`config.mk`:
```
export PLATFORM = sky130hd
export DESIGN_NAME = norm_shift_left_seq_flat
export DESIGN_NICKNAME = d
export VERILOG_FILES = /design/src/rtl/fpu_norm_pkg.sv /design/src/rtl/norm_shift_left_seq_if.sv /design/src/rtl/norm_level_stage.sv /design/src/rtl/norm_shift_left_seq.sv /design/src/flat_wrapper.sv
export SDC_FILE = /design/constraint.sdc
export NUM_CORES = 1
export LEC_CHECK = 0
export CAP_MARGIN = 20
export CORE_MARGIN = 2
export CORE_UTILIZATION = 50
export DETAILED_ROUTE_END_ITERATION = 8
export DONT_BUFFER_PORTS = 1
export PLACE_DENSITY = 0.75
export SLEW_MARGIN = 20
export SYNTH_ARGS = -nofsm -noshare
export SYNTH_HDL_FRONTEND = slang
export SYNTH_SLANG_ARGS = --single-unit
export TNS_END_PERCENT = 10
```
`constraint.sdc`:
```
create_clock -name clk -period 4.99 [get_ports clk]
set_input_delay 0.998 -clock clk [delete_from_list [all_inputs] [get_ports clk]]
set_output_delay 0.998 -clock clk [all_outputs]
set_load 0.01 [all_outputs]
```
`src/rtl/fpu_norm_pkg.sv`:
```
// Shared definitions for the sequential left-shift normalizer: FSM encoding
// and the parameter legality helpers.
package fpu_norm_pkg;

    typedef enum logic [1:0] {
        IDLE  = 2'd0,
        SHIFT = 2'd1,
        DONE  = 2'd2
    } state_t;

    // The largest shift level must fit inside the operand, and all levels
    // together must be able to reach every bit position.
    function automatic bit levels_ok(input int sw, input int levels);
        return (2 ** (levels - 1) < sw) && (sw <= 2 ** levels);
    endfunction

    function automatic int lvl_width(input int levels);
        return (levels > 1) ? $clog2(levels) : 1;
    endfunction

endpackage

```
`src/rtl/norm_shift_left_seq_if.sv`:
```
// Request/result bundle between the FPU control FSM and the normalizer.
interface norm_shift_left_seq_if
    import fpu_norm_pkg::*;
#(
    parameter int SW     = 26,
    parameter int LEVELS = 5
);
    // start_i is a request sampled only while the normalizer is idle or in
    // its done cycle; it is ignored while busy_o is high. done_o pulses for
    // exactly one cycle when Data_o/Shift_o/Zero_o take a new result, and
    // those outputs hold until the next done_o.
    logic              start_i;
    logic [SW-1:0]     Data_i;
    logic [SW-1:0]     Data_o;
    logic [LEVELS-1:0] Shift_o;
    logic              Zero_o;
    logic              busy_o;
    logic              done_o;
    state_t            dbg_state;

    modport master (
        output start_i, Data_i,
        input  Data_o, Shift_o, Zero_o, busy_o, done_o, dbg_state
    );

    modport slave (
        input  start_i, Data_i,
        output Data_o, Shift_o, Zero_o, busy_o, done_o, dbg_state
    );

endinterface

```
`src/rtl/norm_level_stage.sv`:
```
// One binary-search level: shifts the operand left by 2**lvl when the top
// 2**lvl bits are all zero, and reports how far it moved.
module norm_level_stage #(
    parameter int SW     = 26,
    parameter int LEVELS = 5,
    parameter int LW     = 3
) (
    input  logic [SW-1:0]     work,
    input  logic [LW-1:0]     lvl,
    output logic              zero_window,
    output logic [SW-1:0]     data,
    output logic [LEVELS-1:0] inc
);

    int win;

    always_comb begin
        win         = 32'd1 << lvl;
        zero_window = ((work >> (SW - win)) == '0);
        data        = zero_window ? (work << win) : work;
        inc         = zero_window ? LEVELS'(win) : '0;
    end

endmodule

```
`src/rtl/norm_shift_left_seq.sv`:
```
// Sequential mantissa normalizer: one shift level per clock, largest first,
// reporting the total left shift for the exponent path.
module norm_shift_left_seq
    import fpu_norm_pkg::*;
#(
    parameter int SW     = 26,
    parameter int LEVELS = 5
) (
    input logic                  clk,
    input logic                  rst,
    norm_shift_left_seq_if.slave bus
);

    localparam int LW = lvl_width(LEVELS);

    if (!levels_ok(SW, LEVELS)) begin : g_cfg_check
        $error("norm_shift_left_seq: SW/LEVELS combination is not legal");
    end

    state_t            state_q, state_d;
    logic [LW-1:0]     lvl_q;
    logic [SW-1:0]     work_q;
    logic [LEVELS-1:0] acc_q;
    logic [SW-1:0]     data_q;
    logic [LEVELS-1:0] shift_q;
    logic              zero_q;
    logic              accept;
    logic              in_zero;
    logic              zero_window;
    logic [SW-1:0]     stage_data;
    logic [LEVELS-1:0] stage_inc;
    logic              busy;
    logic              done;

    norm_level_stage #(
        .SW     (SW),
        .LEVELS (LEVELS),
        .LW     (LW)
    ) u_stage (
        .work        (work_q),
        .lvl         (lvl_q),
        .zero_window (zero_window),
        .data        (stage_data),
        .inc         (stage_inc)
    );

    // The done cycle accepts a new request so operations can run back to back.
    assign accept  = bus.start_i && ((state_q == IDLE) || (state_q == DONE));
    assign in_zero = (bus.Data_i == '0);

    always_ff @(posedge clk or negedge rst) begin
        if (!rst) begin
            state_q <= IDLE;
        end else begin
            state_q <= state_d;
        end
    end

    always_comb begin
        state_d = state_q;
        case (state_q)
            IDLE: begin
                if (accept) state_d = in_zero ? DONE : SHIFT;
            end
            SHIFT: begin
                if (lvl_q == '0) state_d = DONE;
            end
            DONE: begin
                if (accept) state_d = in_zero ? DONE : SHIFT;
                else        state_d = IDLE;
            end
            default: state_d = IDLE;
        endcase
    end

    always_comb begin
        busy = (state_q == SHIFT);
        done = (state_q == DONE);
    end

    always_ff @(posedge clk or negedge rst) begin
        if (!rst) begin
            lvl_q   <= '0;
            work_q  <= '0;
            acc_q   <= '0;
            data_q  <= '0;
            shift_q <= '0;
            zero_q  <= 1'b0;
        end else if (accept) begin
            work_q <= bus.Data_i;
            acc_q  <= '0;
            lvl_q  <= LW'(LEVELS - 1);
            // A zero operand has nothing to normalize and skips SHIFT.
            if (in_zero) begin
                data_q  <= '0;
                shift_q <= '0;
                zero_q  <= 1'b1;
            end
        end else if (state_q == SHIFT) begin
            work_q <= stage_data;
            if (zero_window) acc_q <= acc_q + stage_inc;
            lvl_q <= lvl_q - 1'b1;
            if (lvl_q == '0) begin
                data_q  <= stage_data;
                shift_q <= zero_window ? (acc_q + stage_inc) : acc_q;
                zero_q  <= 1'b0;
            end
        end
    end

    assign bus.Data_o    = data_q;
    assign bus.Shift_o   = shift_q;
    assign bus.Zero_o    = zero_q;
    assign bus.busy_o    = busy;
    assign bus.done_o    = done;
    assign bus.dbg_state = state_q;

endmodule
```
`src/flat_wrapper.sv`:
```
// flat-port wrapper written by rule: the top's interface ports become plain ports
module norm_shift_left_seq_flat import fpu_norm_pkg::*;
#(
    parameter int SW     = 26,
    parameter int LEVELS = 5
)
  (clk, rst, bus_start_i, bus_Data_i, bus_Data_o, bus_Shift_o, bus_Zero_o, bus_busy_o, bus_done_o, bus_dbg_state);
  norm_shift_left_seq_if #(.SW(SW), .LEVELS(LEVELS)) bus_i ();
  input logic clk;
  input logic rst;
  input wire logic [$bits(bus_i.start_i)-1:0] bus_start_i;
  input wire logic [$bits(bus_i.Data_i)-1:0] bus_Data_i;
  output wire logic [$bits(bus_i.Data_o)-1:0] bus_Data_o;
  output wire logic [$bits(bus_i.Shift_o)-1:0] bus_Shift_o;
  output wire logic [$bits(bus_i.Zero_o)-1:0] bus_Zero_o;
  output wire logic [$bits(bus_i.busy_o)-1:0] bus_busy_o;
  output wire logic [$bits(bus_i.done_o)-1:0] bus_done_o;
  output wire logic [$bits(bus_i.dbg_state)-1:0] bus_dbg_state;
  assign bus_i.start_i = bus_start_i;
  assign bus_i.Data_i = bus_Data_i;
  assign bus_Data_o = bus_i.Data_o;
  assign bus_Shift_o = bus_i.Shift_o;
  assign bus_Zero_o = bus_i.Zero_o;
  assign bus_busy_o = bus_i.busy_o;
  assign bus_done_o = bus_i.done_o;
  assign bus_dbg_state = bus_i.dbg_state;
  norm_shift_left_seq #(.SW(SW), .LEVELS(LEVELS)) u_core (.clk(clk), .rst(rst), .bus(bus_i));
endmodule
```
==> impl_metrics.toml <==
[run_status]
status = "finished clean"

[drt]
wl_per_cell_um = 22.7
antenna_left = 0
drt-pass1-iter-count = 5
dr_total_vias = 5085
drt-total-wl_mm = 17.2
drc = 0
vias_per_cell = 6.69
drtIter0Drc = 523

[pwr]
peakVddDrop_uv = 518
leakage_nw = 2.57
switching_share = 0.531
p_int_mw = 2.26
switching_power_mw = 2.56
power.density_nw_per_um2 = 852
pwr-share-comb = 0.665
seqPwrFrac = 0.229
clkPwrFrac = 0.105

[cells_and_area]
final_cell_mix = "81 x nand2_1, 68 x dfrtp_1, 62 x mux2i_1"
drive_gt1_frac = 0.0978
nets = 661
stdcell_count = 760
antenna_cells = 0
syn_to_final_growth_pct = 4.65
final_common_cell = "nand2_1"

[floorplanning]
row_count = 37
pin_count = 65
die_area_um2 = 11700
core_um2 = 10400
dieWidth_um = 108
dieHeight_um = 108
initial_core_util = 0.519

[clock_tree]
cts_inserted_buffers = 9
cts_hold_buf = 0
clock_latency_ns = 0.35
clk_pin_slew_ns = 0.08
cts_max_level = 3
cts_tree = "built"
cts_max_path_buffers = 2
numClockSinks = 68
cts_root_buf = "clkbuf_8"

[placement]
dp.final_hpwl_mm = 12.6
place.gp.congestion = 1.03
io_buffers = 0
placed_cells = 744

[global_routing]
overflow = 0
grt.total_usage = 0.307
grt_first_pass_wirelength_mm = 27.5
grt_max_degree = 69
grt_pass1_vias = 4990
antenna_found_initial = 0

[sta]
rsz0062_at_grt = "no"
fin_crit_sh = 0.931
relSlewSlack = 0.301
setup_viol = 0
drv_slew = 0
tightest_slew_ns = 1.04
layout_min_cycle_time_ns = 4.64
finalHoldViolCount = 0
fmax_mhz = 215
finClkSkew_ns = 0.0112
fin_setup_tns_ns = 0

[critical_path]
cp.arrival_ns = 4.89
regToRegStartpoint = "u_core.lvl_q[1]$_DFFE_PN0N_"
worst_setup_path_end_kind = "flip-flop"
cp.required_ns = 5.24
reg2reg_depth = 22
path_max_fanout = 8
r2r_slack_ns = 0.35
startpoint_type = "flip-flop"
r2r_end = "u_core.acc_q[4]$_DFFE_PN0N_"
critPathKind = "flip-flop to flip-flop"

[synthesis]
synth_nets = 683
mappedNetlistArea_um2 = 5410
synth_seq_cells = 68
ys_warn_count = 0
synth-main-ff-cell = "dfrtp_1"
synth-seq-area-share = 0.315
synth_area_per_cell_um2 = 8.42
synthArstFlopShare = 1.00
synth_cell_type_count = 74
synthCells = 642
synth_edf_count = 0

[hold_path]
hp-class = "input pin to async pin"

[run]
max_cap_viol_count = 0
==> how the worst max path moves through the flow <==
stage | cells after the start | end | slack, ns | startpoint
after detailed placement | 22 | u_core.acc_q[4]$_DFFE_PN0N_ | 0.37 | u_core.lvl_q[1]$_DFFE_PN0N_
after global routing | 22 | u_core.acc_q[4]$_DFFE_PN0N_ | 0.04 | u_core.lvl_q[1]$_DFFE_PN0N_
after floorplan | 26 | u_core.acc_q[4]$_DFFE_PN0N_ | 0.29 | u_core.lvl_q[2]$_DFFE_PN0N_
after CTS | 22 | u_core.acc_q[4]$_DFFE_PN0N_ | 0.35 | u_core.lvl_q[1]$_DFFE_PN0N_
final | 22 | u_core.acc_q[4]$_DFFE_PN0N_ | 0.35 | u_core.lvl_q[1]$_DFFE_PN0N_
after global placement | 22 | u_core.acc_q[4]$_DFFE_PN0N_ | 0.61 | u_core.lvl_q[1]$_DFFE_PN0N_
==> repair_timing <==
item	in CTS	in global routing
endpoints found under the setup margin	0	1
gates resized for setup	0	1
setup buffers	0	0
==> sequential cells by signal, summed over array words and instances, names as in the netlist <==
signal / count
u_core.bus.Data_o: 26
u_core.work_q: 26
u_core.acc_q: 5
u_core.bus.Shift_o: 5
u_core.lvl_q: 3
u_core.bus.dbg_state: 2
u_core.bus.Zero_o: 1
==> power by group through the flow <==
stage | combinational [mW] | clock (mW) | sequential [mW]
CTS | 3.13 | 0.513 | 1.09
global route | 3.47 | 0.540 | 1.13
global placement | 3.08 | 0 | 1.10
floorplan | 2.60 | 0 | 0.956
finish | 3.21 | 0.508 | 1.10
detailed placement | 3.12 | 0 | 1.10
==> worst max-delay path: stages, from the launching register on <==
cell and delay (ns):
dfrtp_1 0.40, inv_1 0.09, ha_1 0.27, nand2b_1 0.13
inv_1 0.06, ha_2 0.41, inv_1 0.19, a2111oi_4 0.27
o21a_1 0.18, o32a_1 0.14, o211ai_1 0.09, o31a_1 0.42
nor3_1 0.22, ha_1 0.21, inv_1 0.06, fa_1 0.41
inv_1 0.08, a21o_1 0.10, a21oi_1 0.07, xnor2_1 0.16
or3_1 0.37, xor2_1 0.17, nor2_1 0.06
==> logic make-up (layout without fill, tap and decap cells) <==
family / after synthesis / count (layout) / share of synthesized area
AOI/OAI and AO/OA: 210 / 210 / 0.260
xor gates and xnor gates: 7 / 7 / 0.0113
adders and majority gates: 12 / 12 / 0.0292
buffers and inverters: 68 / 50 / 0.0678
DFF: 68 / 68 / 0.315
muxes: 68 / 68 / 0.131
and+or+nand+nor: 209 / 209 / 0.185
==> layer usage <==
| layer | part of all wire | GRT usage | vias to the layer above |
|---|---|---|---|
| li1 | - | - | 2330 |
| met1 | 0.43 | 0.402 | 2432 |
| met2 | 0.45 | 0.482 | 270 |
| met3 | 0.089 | 0.0814 | 53 |
| met4 | 0.038 | 0.128 | 0 |
| met5 | 0 | 0 | - |
==> metrics by stage <==
step                utilization  hold WS [ns]  instance area (um^2)  setup slack [ns]  total power, mW
CTS                       0.541         0.323                  5640             0.355             4.74
global placement          0.519         0.517                  5410             0.611             4.18
floorplan                     -         0.500                  5410             0.290             3.56
finish                    0.543         0.335                  5660             0.346             4.82
detailed placement        0.520         0.544                  5420             0.369             4.22
global route              0.543         0.312                  5660            0.0430             5.14
==> synthesized netlist by cell type, types with 3 or more instances <==
cell       n  share of area
o211ai_1   5         0.0069
a31oi_1    4         0.0046
and3_1     4         0.0046
a21oi_1   44          0.041
o21ai_0   21          0.019
nor4_1    15          0.017
buf_4      3         0.0042
o22ai_1   19          0.022
nor2_1    51          0.035
nor3_1    13          0.012
and3b_1    5         0.0081
nor2b_1    5         0.0058
xnor2_1    4         0.0065
or3_1      5         0.0058
o21bai_1   3         0.0042
a211oi_1  12          0.017
o21a_1     4         0.0056
nand3_1    8         0.0074
o31ai_1    5         0.0069
mux2_2     4         0.0083
a41oi_1    3         0.0049
a221o_1   12          0.022
buf_1      3         0.0021
nand2b_1   5         0.0058
buf_6     11          0.023
ha_1      11          0.025
inv_1     13         0.0090
buf_2     12          0.011
xor2_1     3         0.0049
a21o_1     5         0.0069
a22oi_1    7         0.0097
nand2_1   82          0.057
o21ai_1   41          0.038
mux2i_1   62           0.11
dfrtp_1   68           0.31
clkbuf_1  23          0.016
==> layout make-up <==
class	count	area, um^2
repair buffers	20	165
fillers	994	4760
flip-flops and latches	68	1700
clock buffers	11	141
well taps	136	170
multi-input cells	506	3350
clock inverters	4	73.8
inverters	15	57.6
Note: power is estimated with default switching activity, not from simulation.
